`config.mk`:
```
export PLATFORM = sky130hd
export DESIGN_NAME = ram_bus_arbiter
export DESIGN_NICKNAME = d
export VERILOG_FILES = /design/src/rtl/romulator_pkg.sv /design/src/rtl/phi2_edge_sync.sv /design/src/rtl/ram_bus_arbiter.sv
export SDC_FILE = /design/constraint.sdc
export NUM_CORES = 1
export LEC_CHECK = 0
export ABC_AREA = 1
export CAP_MARGIN = 25
export CORE_AREA = 2 2 108 110
export DETAILED_ROUTE_END_ITERATION = 8
export DIE_AREA = 0 0 110 112
export GPL_TIMING_DRIVEN = 0
export PLACE_DENSITY = 0.79
export SLEW_MARGIN = 40
export SYNTH_ARGS = -nofsm -noshare
export SYNTH_HDL_FRONTEND = slang
export SYNTH_SLANG_ARGS = --single-unit
```
`constraint.sdc`:
```
create_clock -name clk -period 2.7 [get_ports clk]
set_input_delay 0.405 -clock clk [delete_from_list [all_inputs] [get_ports clk]]
set_output_delay 0.405 -clock clk [all_outputs]
set_load 0.005 [all_outputs]
```
`src/rtl/romulator_pkg.sv`:
```
// Shared encodings for the RAM bus arbiter: bus owner codes, FSM states and
// the default character-bank select address.
package romulator_pkg;

   typedef enum logic [1:0] {
      OWN_LOADER = 2'd0,
      OWN_CPU    = 2'd1,
      OWN_DIAG   = 2'd2
   } owner_e;

   typedef enum logic [2:0] {
      ST_LOAD,
      ST_RUN,
      ST_HALT_PEND,
      ST_HALTED,
      ST_RESUME_PEND
   } state_e;

   localparam logic [15:0] BANK_ADDR_DEF = 16'hE84C;

endpackage

```
`src/rtl/phi2_edge_sync.sv`:
```
// Brings the asynchronous CPU clock into the clk domain and emits a one-cycle
// pulse on each synchronised falling edge.
module phi2_edge_sync (
   input  logic clk_i,
   input  logic rst_ni,
   input  logic phi2_i,
   output logic fall_o
);

   logic s1_q, s2_q, s3_q;

   always_ff @(posedge clk_i or negedge rst_ni) begin
      if (!rst_ni) begin
         s1_q <= 1'b0;
         s2_q <= 1'b0;
         s3_q <= 1'b0;
      end else begin
         s1_q <= phi2_i;
         s2_q <= s1_q;
         s3_q <= s2_q;
      end
   end

   // s3 holds the previous synchronised level; pulse lands two clks after the pin edge
   assign fall_o = s3_q & ~s2_q;

endmodule

```
`src/rtl/ram_bus_arbiter.sv`:
```
// Arbitrates the shared RAM between flash loader, CPU and diagnostics, with
// CPU halt handshake, write protection and VRAM mirroring.
module ram_bus_arbiter
   import romulator_pkg::*;
#(
   parameter int                ADDR_W    = 16,
   parameter int                DATA_W    = 8,
   parameter int                VRAM_AW   = 11,
   parameter logic [ADDR_W-1:0] BANK_ADDR = ADDR_W'(BANK_ADDR_DEF),
   parameter int                STALL_CYC = 4096
) (
   input  logic                clk,
   input  logic                rst,
   input  logic                load_done,
   input  logic [ADDR_W-1:0]   ld_addr,
   input  logic [DATA_W-1:0]   ld_wdata,
   input  logic                ld_cs,
   input  logic                ld_we,
   input  logic [ADDR_W-1:0]   cpu_addr,
   input  logic [DATA_W-1:0]   cpu_wdata,
   input  logic                cpu_cs,
   input  logic                cpu_we,
   input  logic                phi2,
   input  logic                diag_halt_req,
   input  logic [ADDR_W-1:0]   diag_addr,
   input  logic [DATA_W-1:0]   diag_wdata,
   input  logic                diag_cs,
   input  logic                diag_we,
   input  logic [ADDR_W-1:0]   wp_lo,
   input  logic [ADDR_W-1:0]   wp_hi,
   input  logic [ADDR_W-1:0]   vram_lo,
   input  logic [ADDR_W-1:0]   vram_hi,
   output logic [ADDR_W-1:0]   ram_addr,
   output logic [DATA_W-1:0]   ram_wdata,
   output logic                ram_cs,
   output logic                ram_we,
   output logic                data_oe,
   output logic                rdy,
   output logic                halted,
   output logic [1:0]          owner,
   output logic                vram_we,
   output logic [VRAM_AW-1:0]  vram_waddr,
   output logic                stall_err,
   output logic                wp_hit
);

   localparam int CNT_W = (STALL_CYC > 1) ? $clog2(STALL_CYC) : 1;
   localparam logic [CNT_W-1:0] CNT_LAST = CNT_W'(STALL_CYC - 1);

   state_e            state_q;
   owner_e            owner_q;
   logic              rdy_q, halted_q, stall_err_q, wp_hit_q;
   logic [CNT_W-1:0]  cnt_q;
   logic              fall;
   logic              cpu_wp;
   logic              in_vram, is_bank;
   logic [ADDR_W-1:0] vram_span, vram_ofs;

   // Unsigned half-open window; lo >= hi naturally yields an empty window.
   function automatic logic in_window(input logic [ADDR_W-1:0] lo,
                                      input logic [ADDR_W-1:0] hi,
                                      input logic [ADDR_W-1:0] a);
      return (a >= lo) && (a < hi);
   endfunction

   phi2_edge_sync u_phi2_sync (
      .clk_i  (clk),
      .rst_ni (rst),
      .phi2_i (phi2),
      .fall_o (fall)
   );

   // Request is evaluated before fall in every state that looks at both.
   always_ff @(posedge clk or negedge rst) begin
      if (!rst) begin
         state_q     <= ST_LOAD;
         owner_q     <= OWN_LOADER;
         rdy_q       <= 1'b0;
         halted_q    <= 1'b0;
         stall_err_q <= 1'b0;
         wp_hit_q    <= 1'b0;
         cnt_q       <= '0;
      end else begin
         if (cpu_wp) wp_hit_q <= 1'b1;
         case (state_q)
            ST_LOAD: begin
               if (load_done) begin
                  state_q <= ST_RUN;
                  owner_q <= OWN_CPU;
                  rdy_q   <= 1'b1;
               end
            end
            ST_RUN: begin
               if (diag_halt_req) begin
                  state_q <= ST_HALT_PEND;
                  rdy_q   <= 1'b0;
                  cnt_q   <= '0;
               end
            end
            ST_HALT_PEND: begin
               if (fall) begin
                  state_q  <= ST_HALTED;
                  owner_q  <= OWN_DIAG;
                  halted_q <= 1'b1;
               end else if (cnt_q == CNT_LAST) begin
                  state_q     <= ST_HALTED;
                  owner_q     <= OWN_DIAG;
                  halted_q    <= 1'b1;
                  stall_err_q <= 1'b1;
               end else begin
                  cnt_q <= cnt_q + CNT_W'(1);
               end
            end
            ST_HALTED: begin
               if (!diag_halt_req) state_q <= ST_RESUME_PEND;
            end
            ST_RESUME_PEND: begin
               if (diag_halt_req) begin
                  state_q <= ST_HALTED;
               end else if (fall) begin
                  state_q  <= ST_RUN;
                  owner_q  <= OWN_CPU;
                  rdy_q    <= 1'b1;
                  halted_q <= 1'b0;
               end
            end
            default: begin
               state_q  <= ST_LOAD;
               owner_q  <= OWN_LOADER;
               rdy_q    <= 1'b0;
               halted_q <= 1'b0;
            end
         endcase
      end
   end

   assign cpu_wp = (owner_q == OWN_CPU) && cpu_cs && cpu_we &&
                   in_window(wp_lo, wp_hi, cpu_addr);

   always_comb begin
      ram_addr  = ld_addr;
      ram_wdata = ld_wdata;
      ram_cs    = ld_cs;
      ram_we    = ld_we;
      case (owner_q)
         OWN_CPU: begin
            ram_addr  = cpu_addr;
            ram_wdata = cpu_wdata;
            ram_cs    = cpu_cs;
            ram_we    = cpu_we & ~cpu_wp;
         end
         OWN_DIAG: begin
            ram_addr  = diag_addr;
            ram_wdata = diag_wdata;
            ram_cs    = diag_cs;
            ram_we    = diag_we;
         end
         default: ;
      endcase
   end

   assign in_vram    = in_window(vram_lo, vram_hi, ram_addr);
   assign is_bank    = (ram_addr == BANK_ADDR);
   assign vram_span  = vram_hi - vram_lo - ADDR_W'(1);
   assign vram_ofs   = ram_addr - vram_lo;
   assign vram_we    = ram_we & (in_vram | is_bank);
   // The bank select register is mirrored into the last VRAM location.
   assign vram_waddr = is_bank ? vram_span[VRAM_AW-1:0] : vram_ofs[VRAM_AW-1:0];

   assign data_oe    = (owner_q == OWN_CPU) & cpu_cs & ~cpu_we;
   assign rdy        = rdy_q;
   assign halted     = halted_q;
   assign owner      = owner_q;
   assign stall_err  = stall_err_q;
   assign wp_hit     = wp_hit_q;

endmodule

```
After elaboration in Yosys (flattened, before gate mapping)
Cells that the tools add are included.
Widths: inputs -> output; s select.
{"block": "totals", "wordCells": 97, "ff_bits": 24}
{"block": "classes", "n_mux": 33, "addsub": 4, "bitwise_logic": 13, "order_cmp": 4, "n_reduce_logical": 16, "n_eq_ne": 17}
{"operator": "$mux 12", "count": 3}
{"operator": "$ge 16x16->1", "count": 2}
{"operator": "$lt 16x16->1", "count": 2}
{"operator": "$pmux 16 s2", "count": 1}
{"operator": "$pmux 12 s2", "count": 1}
{"operator": "$sub 11x11->11", "count": 2}
{"operator": "$mux 3", "count": 7}
{"operator": "$eq 16x16->1 const B", "count": 1}
{"operator": "$pmux 8 s2", "count": 1}
{"operator": "$pmux 3 s5", "count": 1}
{"operator": "$reduce_and 5->1", "count": 3}
{"operator": "$ne 2x2->1 const B", "count": 7}
{"operator": "$add 12x1->12 const B", "count": 1}
{"operator": "$eq 12x12->1 const B", "count": 1}
{"operator": "$mux 11", "count": 1}
{"operator": "$sub 11x1->11 const B", "count": 1}
{"operator": "$mux 2", "count": 5}
{"operator": "$mux 1", "count": 8}
{"operator": "$pmux 2 s4", "count": 1}
{"operator": "$reduce_and 4->1", "count": 2}
{"operator": "$not 1->1", "count": 7}
{"operator": "$eq 3x2->1 const B", "count": 2}
{"operator": "$ne 3x3->1 const B", "count": 2}
{"operator": "$and 1x1->1", "count": 5}
{"operator": "other kinds (14)", "count": 20}

Depth between registers and ports, before layout
Gate-level depths: netlist of run 1.
{"block": "logic_depth", "depth_word": 8, "mapped_depth": 19, "depth_no_buf": 18}

Hierarchy
A second synthesis of run 1 with hierarchy kept.
{"block": "unflattened", "hier_cells": 704, "area_unflattened_um2": 4410.5}
{"mod": "ram_bus_arbiter", "cells_per_inst": 699, "instances": 1, "area_each_um2": 4325.4}
{"mod": "phi2_edge_sync", "cells_per_inst": 5, "instances": 1, "area_each_um2": 85.1}

Worst setup path before layout of run 1
OpenSTA, ideal clock, no wires.
{"block": "synth_path", "path_type": "register -> output", "startpoint": "reg owner_q[0] (netlist: owner[0])", "endpoint": "out vram_waddr[7]", "path_stages_with_launch": 17, "arrival_ns": 2.428, "path_slack_ns": -0.133, "path_cell_list": "dfrtp_1 -> inv_1 -> ha_1 -> inv_2 -> buf_4 -> nand3_1 -> o21ai_1 -> inv_1 -> ha_1 -> a21oi_1 -> o21ai_0 -> a21oi_1 -> nor2_1 -> nor2_1 -> xor2_1 -> nand2_1 -> o21ai_2"}
{"block": "synth_via", "elab_chain_cells": 4}
{"element": "start, declared", "line": "ram_bus_arbiter.sv:51", "text": "owner_e owner_q;"}
{"element": "start signal, assigned", "line": "ram_bus_arbiter.sv:77", "text": "owner_q <= OWN_LOADER;"}
{"element": "start signal, assigned", "line": "ram_bus_arbiter.sv:89", "text": "owner_q <= OWN_CPU;"}
{"element": "start signal, assigned", "line": "ram_bus_arbiter.sv:103", "text": "owner_q <= OWN_DIAG;"}
{"element": "$eq 2x2->1 or $eq 2x1->1 (tied branches)", "line": "ram_bus_arbiter.sv:145", "text": "case (owner_q)"}
{"element": "$pmux 16 s2 *", "line": "ram_bus_arbiter.sv:145"}
{"element": "via ram_addr[4]", "line": "ram_bus_arbiter.sv:33", "text": "output logic [ADDR_W-1:0] ram_addr,"}
{"element": "$sub 11x11->11 or $eq 16x16->1 (tied branches)", "line": "ram_bus_arbiter.sv:165, ram_bus_arbiter.sv:163"}
{"element": "$mux 11 *", "line": "ram_bus_arbiter.sv:168", "text": "assign vram_waddr = is_bank ? vram_span[VRAM_AW-1:0] : vram_ofs[VRAM_AW-1:0];"}
{"element": "end, declared", "line": "ram_bus_arbiter.sv:42", "text": "output logic [VRAM_AW-1:0] vram_waddr,"}
Mark *: on every way through the listed nets, which the timed path passes. The rest lies on a longest branch.

Worst setup path after layout of run 1
{"block": "layout_path", "startpoint": "reg owner_q[1] (netlist: owner[1])", "endpoint": "out vram_we"}
{"block": "layout_via", "elab_chain_cells": 8}
{"element": "parallel branches: the longest is 7 deep, another holds $ge 16x16->1"}
{"element": "$and 1x1->1 *", "line": "ram_bus_arbiter.sv:166", "text": "assign vram_we = ram_we & (in_vram | is_bank);"}
{"element": "end, declared", "line": "ram_bus_arbiter.sv:41", "text": "output logic vram_we,"}
Mark *: on every way between the ends.

==> results of run 1 <==
report_power, final:
part	total, mW	internal (mW)	switching [mW]
registers	0.501	0.434	0.0673
logic	8.02	3.90	4.12
clock network	0.344	0.226	0.118
total	8.86	4.56	4.30
area by class of cell:
type / instances / area (sq um)
Inverter: 123 / 481.7
Tap cell: 143 / 178.9
Clock buffer: 4 / 88.84
Buffer: 13 / 156.4
Sequential cell: 24 / 601.8
Fill cell: 864 / 3308
Timing Repair Buffer: 265 / 2515
Multi-Input combinational cell: 535 / 3844
cells in the mapped netlist, drive strengths merged:
library cell,n
a211oi,1
nor2,52
o21bai,3
o21ai,44
clkbuf,2
a2111oi,1
a21boi,1
nor3,11
nand3b,1
or2,2
buf,13
o21a,3
o221ai,1
and3,1
xor2,14
nand4,14
a21o,1
dfrtp,24
ha,75
nor3b,2
inv,123
nor4,4
xnor2,8
a21oi,65
fa,2
a31oi,1
o31ai,4
nand2,181
o22ai,1
nand3,42
path summary, 6_finish.rpt:
path                                  startpoint                to  depth (start not counted)
min in group clk                u_phi2_sync.s1_q  u_phi2_sync.s2_q                          0
worst min register to register  u_phi2_sync.s1_q  u_phi2_sync.s2_q                          0
max in group asynchronous                    rst          owner[1]                          1
worst max-delay path                    owner[1]           vram_we                         16
worst min-delay path                         rst            halted                          1
worst max register to register          owner[1]          owner[1]                         25
worst max-delay path: stages (launching register included):
cell,delay (ns)
dfrtp_2,0.43
ha_4,0.33
clkinv_8,0.12
buf_12,0.17
o21ai_4,0.17
inv_2,0.08
ha_1,0.31
nand2_2,0.08
nor2_4,0.10
nor3b_4,0.24
nand3_1,0.14
nand3_1,0.12
nand2_1,0.05
inv_1,0.06
a21oi_2,0.05
nor2_1,0.08
buf_2,0.12
per-layer routing:
| layer | part of all wire | global-route usage | up-vias | wire length, um |
|---|---|---|---|---|
| li1 | - | - | 2816 | - |
| met1 | 0.39 | 0.3459 | 2637 | 7035 |
| met2 | 0.48 | 0.4671 | 274 | 8693 |
| met3 | 0.078 | 0.03220 | 86 | 1429 |
| met4 | 0.057 | 0.1021 | 2 | 1046 |
| met5 | 0.00077 | 0 | - | 14 |
timing repair:
item	CTS	global route
endpoints found under the setup margin	22	20
cloned	2	1
hold buffers	0	0
setup buffers	59	13
resized for setup	173	63
pin swaps	45	37
cells by family after synthesis:
family | count (synthesis) | synth area share
AO/OA/AOI/OAI | 126 | 0.1599
XOR/XNOR | 22 | 0.04404
adder cells (fa/ha/maj) | 77 | 0.2236
buffers and inverters | 138 | 0.1321
flip-flops | 24 | 0.1373
AND/OR/NAND/NOR | 310 | 0.3031
per-stage QoR:
step                setup TNS [ns]  area, sq um
floorplan                        0         4473
global placement            -7.994         6564
CTS                         -4.763         7493
finish                      -5.691         7866
global route                -7.175         7866
detailed placement          -8.131         6559
cells in the final DEF (no fill, tap or decap), types with 3 or more instances in the layout:
cell type          n
xnor2_1            8
inv_2             18
clkbuf_16          4
nor3_1             8
o21ai_1            9
nor4_1             3
buf_2             16
dfrtp_1           23
o31ai_1            4
xor2_1            14
ha_1              59
nand3_1           25
o21ai_2           10
o21bai_1           3
ha_4              15
o21ai_0           11
buf_4             55
clkdlybuf4s50_1  166
nor2_4             4
buf_6             19
nand2_1          161
inv_4              3
nor2_2             3
nand3_2           16
buf_8              4
nand2_4            3
nand2_2           17
a21oi_2            8
o21a_1             3
inv_1            101
a21oi_1           55
nor2_1            45
o21ai_4           14
dlygate4sd2_1      9
nand4_1           14
==> impl_metrics.csv, run 1 <==
group,metric,value,unit
critical_path,critPathRequiredTime,2.30,ns
die,fp.dieW,110,um
global_routing,grt_pass1_wl,26.63,mm
clock_network,clkTransAtPathRegs,0.06,ns
placed_design,dp_slack,-0.8711,ns
timing,relSlewSlack,0.6176,
global_routing,grtUsageTotal,0.2728,
clock_network,clkLatencyLatePin,0.25,ns
pwr,power.density,1126,nW/um^2
timing,fmax,302.1,MHz
outcome,failed_checks,"negative setup slack",
finish,final_cells,1107,
yosys,syn_nets,921,
yosys,yosysWarnings,0,
critical_path,worst-setup-path-type,"flip-flop to output pin",
routing,num_vias,5815,
critical_path,worst-path-max-fanout,8,
flow_run,max-cap-violations,0,
outcome,status,"finished with violations",
routing,drt-initial-drc-count,318,
finish,utilization,0.7040,
yosys,synthTopCellsByArea,"ha_1 21%, nand2_1 15%, dfrtp_1 14%",
die,start_util,0.3916,
yosys,syn_inst,697,
yosys,yosysSeqAreaShare,0.1373,
clock_network,cts-buffers-inserted,3,
placed_design,gp_congestion,0.9463,
clock_network,clkSinkCount,24,
placed_design,placedCellCount,1031,
yosys,yosys.area.top_type,"ha_1",
clock_network,clock-root-buffer,"clkbuf_16",
critical_path,worstPathArrival,2.91,ns
pwr,leakage,3.774,nW
timing,hold_violations,0,
clock_network,cts-root-to-sink-buffers,2,
yosys,avgSynthCellArea,6.278,sq um
finish,largest-register,"cnt_q",
finish,antenna_cells,0,
routing,wl,18.22,mm
finish,syn2layout_area_growth,79.78,%
die,core,11170,sq um
clock_network,htree_levels,1,
timing,clock_skew,0.002781,ns
routing,viasPerCell,5.253,
worst_hold_path,hp-class,"input pin to asynchronous set/reset pin",
yosys,yosysTopAreaCellShare,0.2145,
critical_path,r2r_slack,-0.52,ns
placed_design,numPortBuffers,191,
die,die_h,112,um
die,ioPinCount,192,
yosys,syn_area,4375,sq um
yosys,ys_ff_latch,24,
routing,avgRoutedWirePerCell,16.46,um
routing,remaining_drc_errors,0,
critical_path,critPathLaunchType,"flip-flop",
critical_path,worstSetupEndpointType,"output pin",
finish,drive_gt1_frac,0.2407,
global_routing,grt_max_degree,25,
timing,slew_viol_final,0,
routing,ant_nets,0,
clock_network,cts_tree,"done",
timing,setup_violations,14,
finish,layout.nets,1189,
yosys,synth.distinct_cells,42,
timing,whs,0.1208,ns
timing,worst-slew-pin-transition,0.5591,ns
placed_design,dp_hpwl,12.61,mm
finish,largest_register_ffs,12,
pwr,irDropWorstVdd,0.0006362,V
global_routing,grt_pass1_vias,5434,
timing,fin_crit_sh,1.226,
routing,drtPass1Iterations,5,
global_routing,overflow,0,
timing,setup_slack,-0.6105,ns
timing,layout_min_cycle_time,3.310,ns
global_routing,antenna_found_initial,1,
die,rows,39,
timing,rsz0062_at_grt,"true",
die,die_area,12320,sq um
pwr,finalPower,8.861,mW
Power figures use the tool's default switching activity.
==> inputs of run 2 (changes only) <==
REMOVE_ABC_BUFFERS = 1   (was unset)
TNS_END_PERCENT = 100   (was unset)
==> impl_metrics.csv, run 2 (synthesis results as in run 1) <==
group,metric,value,unit
outcome,status,"finished with violations",
outcome,failed_checks,"negative setup slack",
critical_path,path_delay_family,"adder cells",
finish,stdcell_area,7651,sq um
timing,fmax,283.7,MHz
critical_path,max_stage_delay,0.43,ns
critical_path,crit_top_cell,"inv_2",
timing,clock_skew,0.003621,ns
global_routing,grtUsageTotal,0.2707,
timing,setup_violations,13,
critical_path,critPathRequiredTime,2.30,ns
flow_run,max-cap-violations,0,
global_routing,grt_max_degree,25,
critical_path,crit_buf_inv,5,
clock_network,clock-root-buffer,"clkbuf_16",
critical_path,worst-setup-path-type,"flip-flop to output pin",
placed_design,dp_hpwl,12.10,mm
global_routing,overflow,0,
pwr,irDropWorstVdd,0.0008471,V
timing,tns,-7.386,ns
die,start_util,0.3916,
critical_path,worst-path-max-fanout,4,
clock_network,clkTransAtPathRegs,0.06,ns
routing,wl,20.17,mm
timing,slew_viol_final,0,
routing,viasPerCell,5.500,
timing,worst-slew-pin-transition,0.5697,ns
timing,hold_violations,0,
critical_path,critPathLaunchType,"flip-flop",
finish,final_cell_mix,"168 x clkdlybuf4s50_1, 163 x nand2_1, 102 x inv_1",
critical_path,critPathSlowestCell,"xor2_1",
die,core,11170,sq um
finish,largest_register_ffs,12,
clock_network,clkLatencyLatePin,0.25,ns
finish,syn2layout_area_growth,74.86,%
die,die_area,12320,sq um
placed_design,placedInstanceArea,6350,sq um
routing,drtPass1Iterations,5,
clock_network,cts_hold_buf,0,
timing,relSlewSlack,0.6104,
finish,antenna_cells,0,
clock_network,cts-root-to-sink-buffers,2,
timing,fin_crit_sh,1.306,
finish,largest-register,"cnt_q",
routing,num_vias,5946,
critical_path,r2r_slack,0.32,ns
critical_path,worstSetupEndpointType,"output pin",
pwr,finalPower,8.992,mW
worst_hold_path,hp-class,"input pin to asynchronous set/reset pin",
critical_path,path_cells,"inv_2, ha_4, buf_12, nand2_8, a21boi_4, ha_2, inv_2, fa_2, nand3_2, nand2_4, buf_6, xor2_1, nand2_1, o21ai_2, buf_2",
routing,ant_nets,0,
die,ioPinCount,192,
global_routing,grt_pass1_vias,5379,
pwr,power.density,1175,nW/um^2
die,fp.dieW,110,um
clock_network,htree_levels,1,
routing,drt-initial-drc-count,494,
timing,rsz0062_at_grt,"true",
critical_path,worstPathArrival,3.12,ns
routing,avgRoutedWirePerCell,18.66,um
finish,layout.nets,1163,
clock_network,cts_tree,"done",
timing,layout_min_cycle_time,3.525,ns
pwr,leakage,3.721,nW
critical_path,crit_start,"owner[0]",
timing,setup_slack,-0.8251,ns
die,rows,39,
finish,drive_gt1_frac,0.2164,
clock_network,cts-buffers-inserted,3,
routing,remaining_drc_errors,0,
global_routing,grt_pass1_wl,26.33,mm
finish,final_cells,1081,
global_routing,antenna_found_initial,0,
finish,mostFrequentLayoutCell,"clkdlybuf4s50_1",
die,die_h,112,um
clock_network,clkSinkCount,24,
placed_design,placedCellCount,1016,
placed_design,gp_congestion,0.9043,
placed_design,numPortBuffers,191,
critical_path,r2r_start,"cnt_q[0]",
run 2: cell count changes in the layout (fill, tap and decap cells not counted), sizes merged:
| cell | previous run | this run |
|---|---|---|
| buf | 98 | 67 |
| clkdlybuf4s15 | 0 | 1 |
| clkdlybuf4s50 | 166 | 168 |
| clkinv | 1 | 0 |
| dlygate4sd2 | 9 | 1 |
| dlymetal6s2s | 2 | 8 |
| inv | 122 | 127 |
run 2: worst register-to-register path: cells and delay by family (launching register included):
| kind | cells | cell delay, ns |
|---|---|---|
| AOI/OAI and AO/OA | 1 | 0.08 |
| adders and majority gates | 1 | 0.27 |
| buffers and inverters | 1 | 0.28 |
| DFF | 1 | 0.41 |
| and+or+nand+nor | 7 | 1.22 |
run 2: where the power goes:
| part | internal [mW] | total, mW | switching [mW] |
|---|---|---|---|
| Sequential | 0.433 | 0.501 | 0.0680 |
| Clock | 0.226 | 0.348 | 0.122 |
| Combinational | 3.66 | 8.14 | 4.48 |
| Total | 4.32 | 8.99 | 4.67 |
run 2: worst paths after layout:
kind	endpoint	cells past startpoint
setup reg to reg	cnt_q[1]	10
min in group clk	u_phi2_sync.s2_q	0
max in group asynchronous	owner[1]	1
hold / removal	u_phi2_sync.s3_q	1
hold reg to reg	u_phi2_sync.s2_q	0
setup / recovery	vram_waddr[4]	15
run 2: stage by stage:
step | util | setup slack, ns | hold slack [ns]
after floorplan | - | -0.4698 | 0.1094
after global placement | 0.5682 | -1.480 | 0.3364
after detailed placement | 0.5682 | -1.440 | 0.3412
after CTS | 0.6395 | -0.5547 | 0.1403
after global routing | 0.6847 | -0.8712 | 0.1762
final | 0.6847 | -0.8251 | 0.1339
run 2: repair_timing:
item,in CTS,in global routing
cloned,4,0
resized for setup,149,79
setup buffers,29,28
pin swaps,28,45
endpoints found under the setup margin,38,21
run 2: final cells by class:
| cell class | instances | area (sq um) |
|---|---|---|
| Clock buffer | 4 | 88.84 |
| Fill cell | 827 | 3523 |
| Inverter | 123 | 483.0 |
| Multi-Input combinational cell | 535 | 3865 |
| Sequential cell | 24 | 601.8 |
| Tap cell | 143 | 178.9 |
| Timing Repair Buffer | 248 | 2381 |
| Timing Repair inverter | 4 | 52.55 |
run 2: metal layers:
layer,track usage,routed length (um),up-vias
met2,0.4658,9550,365
met1,0.3300,7373,2673
li1,-,-,2761
met5,0,0,-
met4,0.1283,1470,0
met3,0.03103,1779,147
